File: config.mk
export PLATFORM = sky130hd
export DESIGN_NAME = spi_slave_engine
export DESIGN_NICKNAME = d
export VERILOG_FILES = /design/src/rtl/spi_slave_engine_pkg.sv /design/src/rtl/spi_pin_sync.sv /design/src/rtl/spi_slave_engine.sv
export SDC_FILE = /design/constraint.sdc
export NUM_CORES = 1
export LEC_CHECK = 0
export CELL_PAD_IN_SITES_DETAIL_PLACEMENT = 0
export CELL_PAD_IN_SITES_GLOBAL_PLACEMENT = 1
export CORE_UTILIZATION = 40
export CTS_CLUSTER_DIAMETER = 200
export CTS_CLUSTER_SIZE = 20
export DETAILED_ROUTE_END_ITERATION = 12
export PLACE_DENSITY_LB_ADDON = 0.08
export SLEW_MARGIN = 20
export SYNTH_ARGS = -nofsm -noshare
export SYNTH_HDL_FRONTEND = slang
export SYNTH_SLANG_ARGS = --single-unit
File: constraint.sdc
create_clock -name i_clk -period 3.9 [get_ports i_clk]
set_clock_uncertainty 0.05 [all_clocks]
set_input_delay 0.78 -clock i_clk [delete_from_list [all_inputs] [get_ports i_clk]]
set_output_delay 0.78 -clock i_clk [all_outputs]
set_load 0.01 [all_outputs]
File: src/rtl/spi_slave_engine_pkg.sv
// Shared constants for the SPI responder: default character length, SPI mode
// encodings ({cpol, cpha}), pin indices and the frame state encoding.
package spi_slave_engine_pkg;

   localparam int SPI_CHAR_LEN = 8;

   localparam logic [1:0] SPI_MODE0 = 2'b00;
   localparam logic [1:0] SPI_MODE1 = 2'b01;
   localparam logic [1:0] SPI_MODE2 = 2'b10;
   localparam logic [1:0] SPI_MODE3 = 2'b11;

   localparam int PIN_SCLK = 0;
   localparam int PIN_CS_N = 1;

   typedef enum logic {
      ST_IDLE   = 1'b0,
      ST_ACTIVE = 1'b1
   } state_t;

endpackage

File: src/rtl/spi_pin_sync.sv
// Two-flop synchronizer for an asynchronous pin plus one extra stage that
// yields single-cycle rise/fall strobes on the synchronized level.
module spi_pin_sync #(
   parameter logic RST_VAL = 1'b0
) (
   input  logic i_clk,
   input  logic i_rst,
   input  logic i_pin,
   output logic o_rise,
   output logic o_fall
);

   logic r_meta;
   logic r_sync;
   logic r_prev;

   always_ff @(posedge i_clk) begin
      if (i_rst) begin
         r_meta <= RST_VAL;
         r_sync <= RST_VAL;
         r_prev <= RST_VAL;
      end else begin
         r_meta <= i_pin;
         r_sync <= r_meta;
         r_prev <= r_sync;
      end
   end

   assign o_rise = r_sync & ~r_prev;
   assign o_fall = ~r_sync & r_prev;

endmodule

File: src/rtl/spi_slave_engine.sv
// SPI responder shift engine: oversampled SCLK/CS_N/MOSI, CPOL/CPHA edge
// classification, and one-word tx/rx buffers with valid/ready handshakes.
module spi_slave_engine
   import spi_slave_engine_pkg::*;
#(
   parameter int CHAR_LEN = SPI_CHAR_LEN,
   parameter int CNT_W    = 6
) (
   input  logic                i_clk,
   input  logic                i_rst,
   input  logic                i_cpol,
   input  logic                i_cpha,
   input  logic                i_lsb,
   input  logic                i_sclk,
   input  logic                i_cs_n,
   input  logic                i_mosi,
   output logic                o_miso,
   output logic                o_miso_oe,
   input  logic [CHAR_LEN-1:0] i_tx_data,
   input  logic                i_tx_valid,
   output logic                o_tx_ready,
   output logic [CHAR_LEN-1:0] o_rx_data,
   output logic                o_rx_valid,
   input  logic                i_rx_ready,
   output logic                o_overrun,
   output logic                o_underrun,
   output logic                o_frame_err,
   input  logic                i_clr_err
);

   localparam logic [CNT_W-1:0] LP_LAST = CNT_W'(CHAR_LEN);

   function automatic logic first_bit(input logic [CHAR_LEN-1:0] w, input logic lsb);
      return lsb ? w[0] : w[CHAR_LEN-1];
   endfunction

   function automatic logic [CHAR_LEN-1:0] drop_bit(input logic [CHAR_LEN-1:0] w, input logic lsb);
      return lsb ? (w >> 1) : (w << 1);
   endfunction

   logic [1:0] w_pins;
   logic [1:0] w_rise;
   logic [1:0] w_fall;

   assign w_pins[PIN_SCLK] = i_sclk;
   assign w_pins[PIN_CS_N] = i_cs_n;

   // CS_N idles high, so its synchronizer resets to 1 to avoid a false frame start.
   generate
      for (genvar gi = 0; gi < 2; gi++) begin : g_pin
         spi_pin_sync #(.RST_VAL(gi == PIN_CS_N)) u_sync (
            .i_clk  (i_clk),
            .i_rst  (i_rst),
            .i_pin  (w_pins[gi]),
            .o_rise (w_rise[gi]),
            .o_fall (w_fall[gi])
         );
      end
   endgenerate

   logic r_mosi_meta, r_mosi_sync;
   state_t r_state, w_state_next;
   logic r_cpol, r_cpha, r_lsb;
   logic [CNT_W-1:0] r_bit_cnt;
   logic [CHAR_LEN-1:0] r_tx_sh, r_rx_sh, r_tx_buf, r_rx_data;
   logic r_tx_full, r_rx_valid, r_miso, r_miso_oe;
   logic r_overrun, r_underrun, r_frame_err;

   logic w_active, w_lead, w_trail, w_sample, w_shift;
   logic w_start, w_stop, w_done, w_reload, w_cpha_eff, w_lsb_eff;
   logic w_tx_load, w_rx_take, w_udr_set, w_ovr_set, w_ferr_set;
   logic [CHAR_LEN-1:0] w_tx_word;

   always_comb begin
      w_state_next = r_state;
      case (r_state)
         ST_IDLE:   if (w_fall[PIN_CS_N]) w_state_next = ST_ACTIVE;
         ST_ACTIVE: if (w_rise[PIN_CS_N]) w_state_next = ST_IDLE;
         default:   w_state_next = ST_IDLE;
      endcase
   end

   always_ff @(posedge i_clk) begin
      if (i_rst) r_state <= ST_IDLE;
      else       r_state <= w_state_next;
   end

   assign w_active = (r_state == ST_ACTIVE);
   assign w_lead   = r_cpol ? w_fall[PIN_SCLK] : w_rise[PIN_SCLK];
   assign w_trail  = r_cpol ? w_rise[PIN_SCLK] : w_fall[PIN_SCLK];
   assign w_sample = w_active & (r_cpha ? w_trail : w_lead);
   // With cpha=0 a shift edge only advances inside a character; this drops the
   // trailing edge after the last sample, since the reload already drove bit 0.
   assign w_shift  = w_active & (r_cpha ? w_lead : w_trail) & (r_cpha | (r_bit_cnt != '0));
   assign w_start  = (r_state == ST_IDLE) & w_fall[PIN_CS_N];
   assign w_stop   = w_active & w_rise[PIN_CS_N];
   assign w_done   = w_active & (r_bit_cnt == LP_LAST);
   assign w_reload = w_start | w_done;
   assign w_cpha_eff = w_start ? i_cpha : r_cpha;
   assign w_lsb_eff  = w_start ? i_lsb : r_lsb;
   assign w_tx_word  = r_tx_full ? r_tx_buf : '0;
   assign w_tx_load  = i_tx_valid & ~r_tx_full;
   assign w_rx_take  = r_rx_valid & i_rx_ready;
   assign w_udr_set  = w_reload & ~r_tx_full;
   assign w_ovr_set  = w_done & r_rx_valid & ~i_rx_ready;
   assign w_ferr_set = w_stop & (r_bit_cnt != '0) & ~w_done;

   always_ff @(posedge i_clk) begin
      if (i_rst) begin
         r_mosi_meta <= 1'b0;
         r_mosi_sync <= 1'b0;
         r_cpol      <= 1'b0;
         r_cpha      <= 1'b0;
         r_lsb       <= 1'b0;
         r_bit_cnt   <= '0;
         r_tx_sh     <= '0;
         r_rx_sh     <= '0;
         r_tx_buf    <= '0;
         r_rx_data   <= '0;
         r_tx_full   <= 1'b0;
         r_rx_valid  <= 1'b0;
         r_miso      <= 1'b0;
         r_miso_oe   <= 1'b0;
         r_overrun   <= 1'b0;
         r_underrun  <= 1'b0;
         r_frame_err <= 1'b0;
      end else begin
         r_mosi_meta <= i_mosi;
         r_mosi_sync <= r_mosi_meta;

         if (w_start) begin
            r_cpol    <= i_cpol;
            r_cpha    <= i_cpha;
            r_lsb     <= i_lsb;
            r_miso_oe <= 1'b1;
            r_bit_cnt <= '0;
         end

         if (w_reload) begin
            if (!w_cpha_eff) begin
               r_miso  <= first_bit(w_tx_word, w_lsb_eff);
               r_tx_sh <= drop_bit(w_tx_word, w_lsb_eff);
            end else begin
               r_tx_sh <= w_tx_word;
            end
         end else if (w_shift) begin
            r_miso  <= first_bit(r_tx_sh, r_lsb);
            r_tx_sh <= drop_bit(r_tx_sh, r_lsb);
         end

         if (w_sample) begin
            r_rx_sh   <= r_lsb ? {r_mosi_sync, r_rx_sh[CHAR_LEN-1:1]}
                               : {r_rx_sh[CHAR_LEN-2:0], r_mosi_sync};
            r_bit_cnt <= r_bit_cnt + CNT_W'(1);
         end

         if (w_done) begin
            r_bit_cnt <= '0;
            r_rx_data <= r_rx_sh;
         end

         if (w_stop) begin
            r_miso_oe <= 1'b0;
            r_miso    <= 1'b0;
            r_bit_cnt <= '0;
         end

         if (w_done)         r_rx_valid <= 1'b1;
         else if (w_rx_take) r_rx_valid <= 1'b0;

         r_tx_full <= w_tx_load | (r_tx_full & ~w_reload);
         if (w_tx_load) r_tx_buf <= i_tx_data;

         r_overrun   <= w_ovr_set  | (r_overrun   & ~i_clr_err);
         r_underrun  <= w_udr_set  | (r_underrun  & ~i_clr_err);
         r_frame_err <= w_ferr_set | (r_frame_err & ~i_clr_err);
      end
   end

   assign o_miso      = r_miso;
   assign o_miso_oe   = r_miso_oe;
   assign o_tx_ready  = ~r_tx_full;
   assign o_rx_data   = r_rx_data;
   assign o_rx_valid  = r_rx_valid;
   assign o_overrun   = r_overrun;
   assign o_underrun  = r_underrun;
   assign o_frame_err = r_frame_err;

endmodule

Word-level counts from Yosys, hierarchy flattened
Cells that the tools add are included.

Bits in registers: 57. Bits of input ports: 19.

Eq/ne operators: 2. Add/subtract/negate cells: 1. Bitwise operators: 37. Muxes and demuxes: 25. Reduce and logical (&&, ||, !) cells: 7.

Operators with widths (number): 2-to-1 mux 8 bit (7); AND 1 bit (21); 2-to-1 mux 1 bit (15); 2-to-1 mux 6 bit (2); inverter 1 bit (10); adder 6 x 1 -> 6 bit (second input constant) (1); equality test 6 x 4 -> 1 bit (second input constant) (1); OR 1 bit (6); nonzero test 2 bit (3); nonzero test 6 bit (1); OR reduction 3 bit (1); inequality test 2 bit (second input constant) (1); case mux 1 bit (2 select lines) (1); AND reduction 2 bit (1); OR reduction 2 bit (1).

Logic depth before layout (Yosys ltp)
Word-level depth: 8. Depth in mapped cells: 9. Depth with buffers taken out: 7.

By module
A second synthesis with hierarchy kept.

Cell total of the unflattened synthesis: 302. Area total of the unflattened synthesis: 2671.3 um2.

Modules (own cells, without submodules): spi_slave_engine (cells an instance 286, area an instance 2487.4 um2, times used 1); spi_pin_sync (g_pin[1].u_sync) (cells an instance 8, area an instance 92.6 um2, times used 1); spi_pin_sync (g_pin[0].u_sync) (cells an instance 8, area an instance 91.3 um2, times used 1).

Worst setup path after synthesis
Ideal clock, no wire load.

Kind: reg2reg. Start: register r_bit_cnt[0]. End: register r_tx_sh[7]. Required time: 3764 ps. Path buffers: 1. Stages on the path, launching flop included: 9. Slack: 1770 ps. Arrival time: 1994 ps. Path through: dfxtp_1 -> inv_1 -> ha_1 -> or4b_1 -> clkbuf_2 -> or4_4 -> nand2_4 -> a32oi_1 -> a221oi_2.

Cells in the longest elaborated chain, start to end: 4. Elaborated cells on any way between the ends: 8. Classes of those cells: 1 x eq/ne; 1 x mux; 4 x bitwise; 2 x reduce/logical.

Ends and longest elaborated chain: start, declared (RTL line spi_slave_engine.sv:64) `logic [CNT_W-1:0] r_bit_cnt;`; start signal, assigned (RTL line spi_slave_engine.sv:154) `r_bit_cnt <= r_bit_cnt + CNT_W'(1);`; equality test 6 x 4 -> 1 bit / nonzero test 6 bit (equally long branches) (RTL line spi_slave_engine.sv:97, spi_slave_engine.sv:94); AND 1 bit / OR 1 bit (equally long branches) (RTL line spi_slave_engine.sv:97, spi_slave_engine.sv:94); OR 1 bit / AND 1 bit (equally long branches) (RTL line spi_slave_engine.sv:98, spi_slave_engine.sv:94); 2-to-1 mux 8 bit / nonzero test 2 bit (equally long branches); end signal, assigned (RTL line spi_slave_engine.sv:142) `r_tx_sh <= drop_bit(w_tx_word, w_lsb_eff);`; end signal, assigned (RTL line spi_slave_engine.sv:144) `r_tx_sh <= w_tx_word;`; end signal, assigned (RTL line spi_slave_engine.sv:148) `r_tx_sh <= drop_bit(r_tx_sh, r_lsb);`; end, declared (RTL line spi_slave_engine.sv:65) `logic [CHAR_LEN-1:0] r_tx_sh, r_rx_sh, r_tx_buf, r_rx_data;`.

Several ways; a longest one is shown, not always the timed one. A chain may end at the register's enable or synchronous reset.

Worst setup path after layout
Start: register r_bit_cnt[0]. End: register r_tx_sh[0].

The elaborated chain is that of the path after synthesis.

==> impl_metrics.yaml <==
run_status:
  status: "finished clean"
sta:
  fmax_mhz: 391
  tightest_slew_ns: 0.820
  final_hold_viol_count: 0
  rsz0062_at_grt: "false"
  setup_ws_ns: 1.34
  setup_viol: 0
  whs_ns: 0.356
  period_minus_slack_ns: 2.56
  fin_tns_setup_ns: 0
  slew_headroom: 0.452
  final-max-slew-violation-count: 0
  min_period_over_period: 0.656
detailed_routing:
  routed_wl_um: 6000
  via_per_inst: 5.40
  drtPass1Iterations: 4
  postRouteAntennaNets: 0
  first_iter_violations: 101
  route.detailed.wl_per_inst_um: 14.5
  drcViolationCount: 0
  vias: 2232
grt:
  grt.total_usage: 0.187
  antenna_found_initial: 0
  grt_max_degree: 37
  grt_pass1_vias: 2178
  grt_pass1_wl_um: 10300
  grt_overflow: 0
yosys:
  synth_cell_types: 52
  syn_nets: 324
  synth_ff_type: "dfxtp_1"
  synth_top_area_cell: "dfxtp_1"
  synth_edf_count: 0
  seq_area_frac_synth: 0.432
  async_flop_share: 0
  synth_most_common_cell: "dfxtp_1"
  postSynthCellCount: 303
  synth_commonest_cells: "57 x dfxtp_1, 44 x nand2_1, 25 x a21oi_1"
  ys.warnings.count: 0
  netlist.area_leader.share: 0.432
  avgSynthCellArea_um2: 8.72
  ys_ff_latch: 57
  synth_area_leaders: "dfxtp_1 43%, nand2_1 6.3%, mux2i_1 5.7%"
  synthesis.area_um2: 2640
floorplan:
  fp.dieW_um: 83.3
  die_area_um2: 6930
  dieHeight_um: 83.3
  core_region_area_um2: 6350
  start_util: 0.416
  num_rows: 29
  io_pins: 34
cells_and_area:
  diodes: 0
  fill_cells: 622
  drive_gt1_frac: 0.122
  postLayoutCoreUtil: 0.498
  final_area_um2: 3160
  area_growth_syn_to_layout_pct: 19.8
  ff_latch_area_um2: 1140
  instances_no_fill: 413
  finalNetCount: 353
  multiInputGateArea_um2: 1380
placement:
  numPortBuffers: 33
  dp_worst_setup_slack_ns: 1.35
  placed_cells: 398
  dpl-instance-area_um2: 3000
  hpwl_um: 4100
  routabilityCongestion: 0.767
setup_path:
  required_ns: 4.08
  cp-end-kind: "flop"
  crit_type: "flop to flop"
  cp-start-kind: "flop"
  rr_endpoint: "r_tx_sh[0]"
  worstPathArrival_ns: 2.74
  cp_max_fo: 13
  r2r-start: "r_bit_cnt[0]"
  r2r_cells: 7
  reg2reg_slack_ns: 1.34
clocking:
  cts_tree: "yes"
  clk_latency_ns: 0.33
  ctsHoldBuffers: 0
  htree_num_levels: 3
  cts_root_buf: "clkbuf_8"
  cts.clk_slew.worst_paths_ns: 0.06
  cts_buffer_depth: 2
  post_cts_buffers: 0
  clock-sinks: 57
  post_cts_resized: 0
  cts_buffers: 9
hold_path:
  hold_end: "g_pin[1].u_sync.r_sync"
  min_path_cells: 1
  holdCritStartpoint: "g_pin[1].u_sync.r_meta"
  hp-class: "flop to flop"
power_and_ir_drop:
  ir_drop_mv: 0.167
  power.leakage_nw: 1.10
  p_total_mw: 1.17
  powerDensity_nw_per_um2: 370
run:
  max-cap-violations: 0
## area by class of cell
class	count	area share
multi-input cells	217	0.435
flip-flops and latches	57	0.361
repair buffers	36	0.110
clock buffers	11	0.0447
well taps	77	0.0304
inverters	11	0.0130
clock inverters	4	0.00633
## logic make-up (layout without fill, tap and decap cells)
kind of cell | count (synthesis) | in the layout | share of synthesized area
simple gates | 114 | 114 | 0.221
compound gates | 75 | 75 | 0.188
flops | 57 | 57 | 0.432
buf+inv | 29 | 62 | 0.0469
mux | 24 | 24 | 0.0962
fa+ha+maj | 3 | 3 | 0.0133
xor+xnor | 1 | 1 | 0.00332
## routing by layer
metal,track usage,up-vias,part of all wire
li1,-,1132,-
met1,0.241,1053,0.49
met2,0.293,35,0.46
met3,0.0388,12,0.032
met4,0.0987,0,0.017
met5,0,-,0
## flip-flops by register name (all words and copies together) (netlist names), 2 cells and up
signal / cells
g_pin.u_sync.r_sync: 2
o_rx_data: 8
r_bit_cnt: 6
r_rx_sh: 8
g_pin.u_sync.r_meta: 2
g_pin.u_sync.r_prev: 2
r_tx_sh: 8
r_tx_buf: 8
## cells in the final DEF, fill, tap and decap left out, drive strengths merged, types with 5 or more instances in the layout
| cell | synthesis | routed |
|---|---|---|
| a211oi | 8 | 8 |
| a21oi | 25 | 25 |
| a22oi | 7 | 7 |
| a31oi | 5 | 5 |
| a32oi | 6 | 6 |
| clkbuf | 13 | 11 |
| clkdlybuf4s50 | 0 | 32 |
| dfxtp | 57 | 57 |
| inv | 11 | 11 |
| mux2 | 8 | 8 |
| mux2i | 16 | 16 |
| nand2 | 45 | 45 |
| nand3 | 11 | 11 |
| nor2 | 19 | 19 |
| nor2b | 12 | 12 |
| o21ai | 10 | 10 |
| or3 | 6 | 6 |
## where the power goes
part	leakage [nW]	switching, mW	total [mW]	internal [mW]
Combinational	0.545	0.0466	0.0922	0.0456
Clock	0.0887	0.228	0.467	0.240
Sequential	0.463	0.0143	0.612	0.597
## critical path, cell delays in order (launching register included)
cell and delay, ns:
dfxtp_1 0.33, inv_1 0.06, ha_1 0.14, or4b_1 0.55
nor2_2 0.38, nor2_1 0.30, and2_0 0.32, a221oi_1 0.33
## how the worst max path moves through the flow
stage                 start         end  slack, ns  cells past startpoint
2_1_floorplan  r_bit_cnt[0]  r_tx_sh[7]       1.77                      8
3_3_place_gp          i_lsb  r_tx_sh[1]       1.39                      5
3_5_place_dp   r_bit_cnt[0]  r_tx_sh[0]       1.35                      7
4_1_cts        r_bit_cnt[0]  r_tx_sh[0]       1.31                      7
5_1_grt        r_bit_cnt[0]  r_tx_sh[0]       1.11                      7
6_report       r_bit_cnt[0]  r_tx_sh[0]       1.34                      7
(Power assumes the default switching activity.)
